[src/rtl/coproc_pkg.sv]
// Shared state encoding and config-word field layout for the coprocessor job responder.
package coproc_pkg;

  localparam logic [2:0] ST_IDLE     = 3'd0;
  localparam logic [2:0] ST_CFG_RD   = 3'd1;
  localparam logic [2:0] ST_CFG_WAIT = 3'd2;
  localparam logic [2:0] ST_ISSUE    = 3'd3;
  localparam logic [2:0] ST_SERVE    = 3'd4;
  localparam logic [2:0] ST_DONE     = 3'd5;
  localparam logic [2:0] ST_ERROR    = 3'd6;

  typedef enum logic [2:0] {
    S_IDLE     = ST_IDLE,
    S_CFG_RD   = ST_CFG_RD,
    S_CFG_WAIT = ST_CFG_WAIT,
    S_ISSUE    = ST_ISSUE,
    S_SERVE    = ST_SERVE,
    S_DONE     = ST_DONE,
    S_ERROR    = ST_ERROR
  } state_t;

  localparam int unsigned FIELD_W    = 8;
  localparam int unsigned MU_LSB     = 16;
  localparam int unsigned GAMMA_LSB  = 8;
  localparam int unsigned LAMBDA_LSB = 0;

  // Extract one 8-bit field from the 32-bit config word.
  function automatic logic [FIELD_W-1:0] cfg_field(input logic [31:0] cfg,
                                                   input int unsigned lsb);
    return cfg[lsb +: FIELD_W];
  endfunction

endpackage

[src/rtl/sat_counter.sv]
// Saturating up-counter with synchronous clear; clear has priority over increment.
module sat_counter #(
  parameter int unsigned width = 16
) (
  input  logic             in_clk,
  input  logic             in_reset,
  input  logic             clear,
  input  logic             inc,
  output logic [width-1:0] count
);

  always_ff @(posedge in_clk) begin
    if (in_reset) begin
      count <= '0;
    end else if (clear) begin
      count <= '0;
    end else if (inc && (count != '1)) begin
      count <= count + width'(1);
    end
  end

endmodule

[src/rtl/coproc_job_responder.sv]
// Host-side job responder: config fetch, index handshake, bus proxy and watchdog.
// Optional PERF_CNT_EN adds saturating read/write/busy-cycle counters.
module coproc_job_responder
  import coproc_pkg::*;
#(
  parameter int unsigned size            = 3,
  parameter int unsigned cell_width      = 32,
  parameter int unsigned index_width     = 8,
  parameter int unsigned width           = cell_width * size,
  parameter int unsigned memory_size_log = 8,
  parameter int unsigned config_address  = 0,
  parameter int unsigned timeout_cycles  = 4096
) (
  input  logic                       in_clk,
  input  logic                       in_reset,
  input  logic                       in_start,
  input  logic [index_width-1:0]     in_row_index,
  input  logic [index_width-1:0]     in_col_index,
  output logic                       out_busy,
  output logic                       out_done,
  output logic                       out_error,
  output logic [cell_width-1:0]      out_config,
  output logic [index_width-1:0]     out_row_index,
  output logic [index_width-1:0]     out_col_index,
  output logic [index_width-1:0]     out_mu,
  output logic                       out_index_ready,
  input  logic                       in_index_ack,
  input  logic                       in_request,
  output logic                       out_grant,
  input  logic                       in_result_ready,
  input  logic                       in_cp_mem_read_en,
  input  logic                       in_cp_mem_write_en,
  input  logic [memory_size_log-1:0] in_cp_mem_address,
  input  logic [width-1:0]           in_cp_mem_data,
  output logic [memory_size_log-1:0] out_mem_address,
  output logic [width-1:0]           out_mem_data,
  output logic                       out_mem_read_en,
  output logic                       out_mem_write_en,
  input  logic [width-1:0]           in_mem_data
`ifdef PERF_CNT_EN
  ,
  output logic [15:0]                out_rd_count,
  output logic [15:0]                out_wr_count,
  output logic [15:0]                out_cycle_count
`endif
);

  localparam int unsigned WD_W = $clog2(timeout_cycles + 1);

  state_t            state;
  logic              proxy_rd;
  logic              proxy_wr;
  logic              wd_clear;
  logic              wd_inc;
  logic              timeout_hit;
  logic [WD_W-1:0]   wd_count;
  logic              unused_bits;

  assign unused_bits = ^in_mem_data[width-1:cell_width];

  // Grant, index_ready and strobes are gated by reset so they drop in the reset cycle itself.
  assign out_grant       = (state == S_SERVE) && in_request && !in_reset;
  assign out_index_ready = (state == S_ISSUE) && !in_reset;
  assign proxy_wr        = out_grant && in_cp_mem_write_en;
  assign proxy_rd        = out_grant && in_cp_mem_read_en && !in_cp_mem_write_en;

  always_comb begin
    out_mem_address  = '0;
    out_mem_data     = '0;
    out_mem_read_en  = 1'b0;
    out_mem_write_en = 1'b0;
    if ((state == S_CFG_RD) && !in_reset) begin
      out_mem_read_en = 1'b1;
      out_mem_address = memory_size_log'(config_address);
    end else if (out_grant) begin
      out_mem_address  = in_cp_mem_address;
      out_mem_data     = in_cp_mem_data;
      out_mem_read_en  = proxy_rd;
      out_mem_write_en = proxy_wr;
    end
  end

  // Watchdog: cleared as SERVE is entered, trips on the timeout_cycles-th SERVE cycle.
  assign wd_clear    = (state == S_ISSUE) && in_index_ack;
  assign wd_inc      = (state == S_SERVE);
  assign timeout_hit = (wd_count == WD_W'(timeout_cycles - 1));

  sat_counter #(.width(WD_W)) u_watchdog (
    .in_clk   (in_clk),
    .in_reset (in_reset),
    .clear    (wd_clear),
    .inc      (wd_inc),
    .count    (wd_count)
  );

  always_ff @(posedge in_clk) begin
    if (in_reset) begin
      state         <= S_IDLE;
      out_busy      <= 1'b0;
      out_done      <= 1'b0;
      out_error     <= 1'b0;
      out_config    <= '0;
      out_row_index <= '0;
      out_col_index <= '0;
      out_mu        <= '0;
    end else begin
      out_done <= 1'b0;
      case (state)
        S_IDLE: begin
          if (in_start) begin
            out_row_index <= in_row_index;
            out_col_index <= in_col_index;
            out_error     <= 1'b0;
            out_busy      <= 1'b1;
            state         <= S_CFG_RD;
          end
        end
        S_CFG_RD:   state <= S_CFG_WAIT;
        S_CFG_WAIT: begin
          out_config <= in_mem_data[cell_width-1:0];
          out_mu     <= index_width'(cfg_field(32'(in_mem_data[cell_width-1:0]), MU_LSB));
          state      <= S_ISSUE;
        end
        S_ISSUE: begin
          if (in_index_ack) state <= S_SERVE;
        end
        S_SERVE: begin
          if (in_result_ready) begin
            out_busy <= 1'b0;
            out_done <= 1'b1;
            state    <= S_DONE;
          end else if (timeout_hit) begin
            out_busy  <= 1'b0;
            out_error <= 1'b1;
            state     <= S_ERROR;
          end
        end
        S_DONE:  state <= S_IDLE;
        S_ERROR: state <= S_IDLE;
        default: state <= S_IDLE;
      endcase
    end
  end

`ifdef PERF_CNT_EN
  logic perf_clear;
  assign perf_clear = (state == S_IDLE) && in_start && !in_reset;

  sat_counter #(.width(16)) u_rd_cnt (
    .in_clk(in_clk), .in_reset(in_reset), .clear(perf_clear), .inc(proxy_rd), .count(out_rd_count)
  );
  sat_counter #(.width(16)) u_wr_cnt (
    .in_clk(in_clk), .in_reset(in_reset), .clear(perf_clear), .inc(proxy_wr), .count(out_wr_count)
  );
  sat_counter #(.width(16)) u_cyc_cnt (
    .in_clk(in_clk), .in_reset(in_reset), .clear(perf_clear), .inc(out_busy), .count(out_cycle_count)
  );
`endif

endmodule

[config.mk]
export PLATFORM = sky130hd
export DESIGN_NAME = coproc_job_responder
export DESIGN_NICKNAME = d
export VERILOG_FILES = /design/src/rtl/coproc_pkg.sv /design/src/rtl/sat_counter.sv /design/src/rtl/coproc_job_responder.sv
export SDC_FILE = /design/constraint.sdc
export NUM_CORES = 1
export LEC_CHECK = 0
export ABC_AREA = 1
export CELL_PAD_IN_SITES_DETAIL_PLACEMENT = 0
export CELL_PAD_IN_SITES_GLOBAL_PLACEMENT = 1
export CORE_MARGIN = 2
export CORE_UTILIZATION = 16
export CTS_CLUSTER_SIZE = 24
export DETAILED_ROUTE_END_ITERATION = 8
export PLACE_DENSITY_LB_ADDON = 0.1
export SKIP_CTS_REPAIR_TIMING = 1
export SLEW_MARGIN = 20
export SYNTH_ARGS = -nofsm -noshare
export SYNTH_HDL_FRONTEND = slang
export SYNTH_SLANG_ARGS = --single-unit
[constraint.sdc]
create_clock -name in_clk -period 1.49 [get_ports in_clk]
set_clock_uncertainty 0.15 [all_clocks]
set_input_delay 0.2235 -clock in_clk [delete_from_list [all_inputs] [get_ports in_clk]]
set_output_delay 0.2235 -clock in_clk [all_outputs]
set_load 0.02 [all_outputs]
==> metrics.yaml <==
drive_above_1_share_pct: 40.5
timing.rr.start: "state[2]$_SDFFE_PP0P_"
multiInputGateArea_sq_mm: 0.00282
drv_cap: 0
fin_util_pct: 42.1
layout_min_cycle_time_ns: 2.05
fmax_mhz: 487
dr_total_vias: 5084
clkSlewWorstSetupHoldPaths_ns: 0.06
worstSetupStartpointType: "register"
p_per_area_mw_per_mm2: 1050
numCtsBuffers: 9
drc: 0
cp_cell_sequence: "nor2_2 -> nand2_2 -> nor2_4 -> buf_12 -> inv_12 -> clkbuf_16 -> buf_4 -> nor2_4 -> buf_6"
grt_pass1_vias: 4544
start_util_pct: 16.2
final-setup-viol-count: 157
crit_start: "state[0]$_SDFFE_PP0P_"
cts-root-buf: "clkbuf_16"
worstPathArrival_ns: 1.68
track_usage_pct: 14.2
netlist_instances: 610
grt_overflow_total: 0
worstSetupEndpointType: "primary output"
violations: "setup timing"
die_h_microns: 160
rsz0062_at_grt: "yes"
min_path_type: "primary input to register"
syn-cell-area_sq_mm: 0.00391
ys_seq_area_share_pct: 34.3
dieArea_sq_mm: 0.0257
post-synth-top-count-cell: "nor2_1"
io_pins: 391
min_period_over_period_pct: 138
fp-row-count: 57
hpwl_microns: 15200
die_x_microns: 160
finalMaxSlewViolations: 0
critPathRequiredTime_ns: 1.12
stdcell_area_sq_mm: 0.0102
area_growth_syn_to_layout_pct: 160
dp_cells: 1282
io_buffers: 326
fin_ws_ns: -0.565
worstPathMaxFanout: 7
synth_ff_type: "dfxtp_1"
synth_edf_count: 0
htree_levels: 3
antenna_left: 0
synth_top_area_share_pct: 34.3
synthTopCellsByArea: "dfxtp_1 34%, nor2_1 13%, inv_1 12%, nor2_2 8.3%, nand2_1 6.8%"
vias_per_cell: 3.82
critPathMostFrequentCell: "nor2_4"
tightest_slew_ns: 0.434
synth_cell_types: 29
fin_nets: 1226
antenna_found_initial: 1
ir_drop_mv: 0.795
dr.pass1.iters: 4
outcome: "finished, violations left"
clk_latency_ns: 0.33
hold_viol_final: 0
async_flop_share_pct: 0
cp_slowest_stage_delay_ns: 0.32
clock_path_buffers: 2
fill_cells: 2470
wl_per_cell_microns: 15.1
relSlewSlack_pct: 71.0
synth_area_per_cell_sq_um: 6.41
ys_warn_count: 0
synthTopCellsByCount: "138 x nor2_1, 120 x inv_1, 71 x nand2_1, 67 x dfxtp_1, 52 x nor2_2"
grt_max_degree: 36
core_sq_mm: 0.0242
place_area_sq_mm: 0.00830
hp-start: "in_row_index[2]"
final_cells: 1331
finalWirelength_microns: 20200
regArea_sq_mm: 0.00135
path_class: "register to primary output"
grt_pass1_wl_microns: 27700
gp_congestion: 0.764
p_leak_nw: 5.19
ys_seq_elements: 67
cts_sinks: 67
cts_tree: "built"
yosys.area.top_type: "dfxtp_1"
total_power_mw: 10.7
synth_fp_nets: 835
critPathSlowestCell: "dfxtp_2"
drt_iter0_drc: 129
## path summary, 6_finish.rpt
kind / end / depth (start not counted) / slack, ns
hold / removal: out_row_index[2]$_SDFFE_PP0P_ / 3 / 0.31
setup reg to reg: state[0]$_SDFFE_PP0P_ / 11 / -0.13
setup / recovery: out_mem_data[67] / 9 / -0.56
hold reg to reg: out_config[15]$_SDFFE_PP0P_ / 2 / 0.31
## layer usage
metal | wire length (microns) | GRT usage (%) | up-vias
met3 | 1440 | 4.49 | 18
met4 | 359 | 4.30 | 0
met2 | 10700 | 25.9 | 186
met5 | 0 | 0 | -
met1 | 7650 | 15.8 | 2283
li1 | - | - | 2597
## worst max-delay path, delay by kind of cell, from the launching register on
family / cells / cell delay [ns]
buffers and inverters: 5 / 0.64
flip-flops: 1 / 0.32
AND/OR/NAND/NOR: 4 / 0.38
## power breakdown
part	total [mW]	switching, mW	internal [mW]
clock	2.70	0.806	1.90
sequential	2.52	0.247	2.28
combinational	5.50	2.79	2.71
## layout by cell type, fill, tap and decap left out, types with 11 or more instances in the layout
cell / n
dfxtp_1: 61
nor2_4: 112
clkdlybuf4s50_1: 159
nand2_1: 60
nand3_1: 11
buf_6: 122
nand2_2: 14
nand3_2: 13
dlymetal6s2s_1: 59
nor2_1: 71
buf_12: 11
inv_1: 118
a21oi_1: 13
a21oi_2: 18
clkbuf_16: 18
buf_4: 41
o21ai_0: 26
## sequential cells by signal, indices dropped and copies added (netlist names)
name / flops
out_busy: 1
out_done: 1
out_config: 32
out_col_index: 8
out_error: 1
u_watchdog.count: 13
out_row_index: 8
state: 3
## kinds of logic (layout without fill, tap and decap cells)
logic type | Yosys count | in the layout | share of synthesized area (%)
buffers and inverters | 162 | 557 | 19.1
AND/OR/NAND/NOR | 308 | 309 | 36.0
XOR/XNOR | 3 | 3 | 0.672
other | 0 | 1 | 0
adder cells (fa/ha/maj) | 1 | 1 | 0.320
AO/OA/AOI/OAI | 69 | 69 | 9.66
flip-flops | 67 | 67 | 34.3
## final cells by class
cell class / count / share of cell area (%)
clock inverter: 4 / 1.18
antenna: 1 / 0.0246
inverter: 126 / 4.94
tap: 324 / 3.98
sequential: 67 / 13.2
timing repair inverter: 2 / 0.197
timing repair buffer: 413 / 46.2
clock buffer: 12 / 2.52
multi-input combinational: 382 / 27.7
## through the flow
step | setup WS, ns | TNS (ns) | hold WS, ns
floorplan | -0.164 | -14.59 | 0.237
global placement | -1.02 | -100.49 | 0.299
detailed placement | -1.00 | -98.62 | 0.304
CTS | -1.01 | -108.14 | 0.295
global route | -0.650 | -65.43 | 0.304
finish | -0.565 | -51.93 | 0.307
No activity file was read; power rests on OpenSTA's default activity.
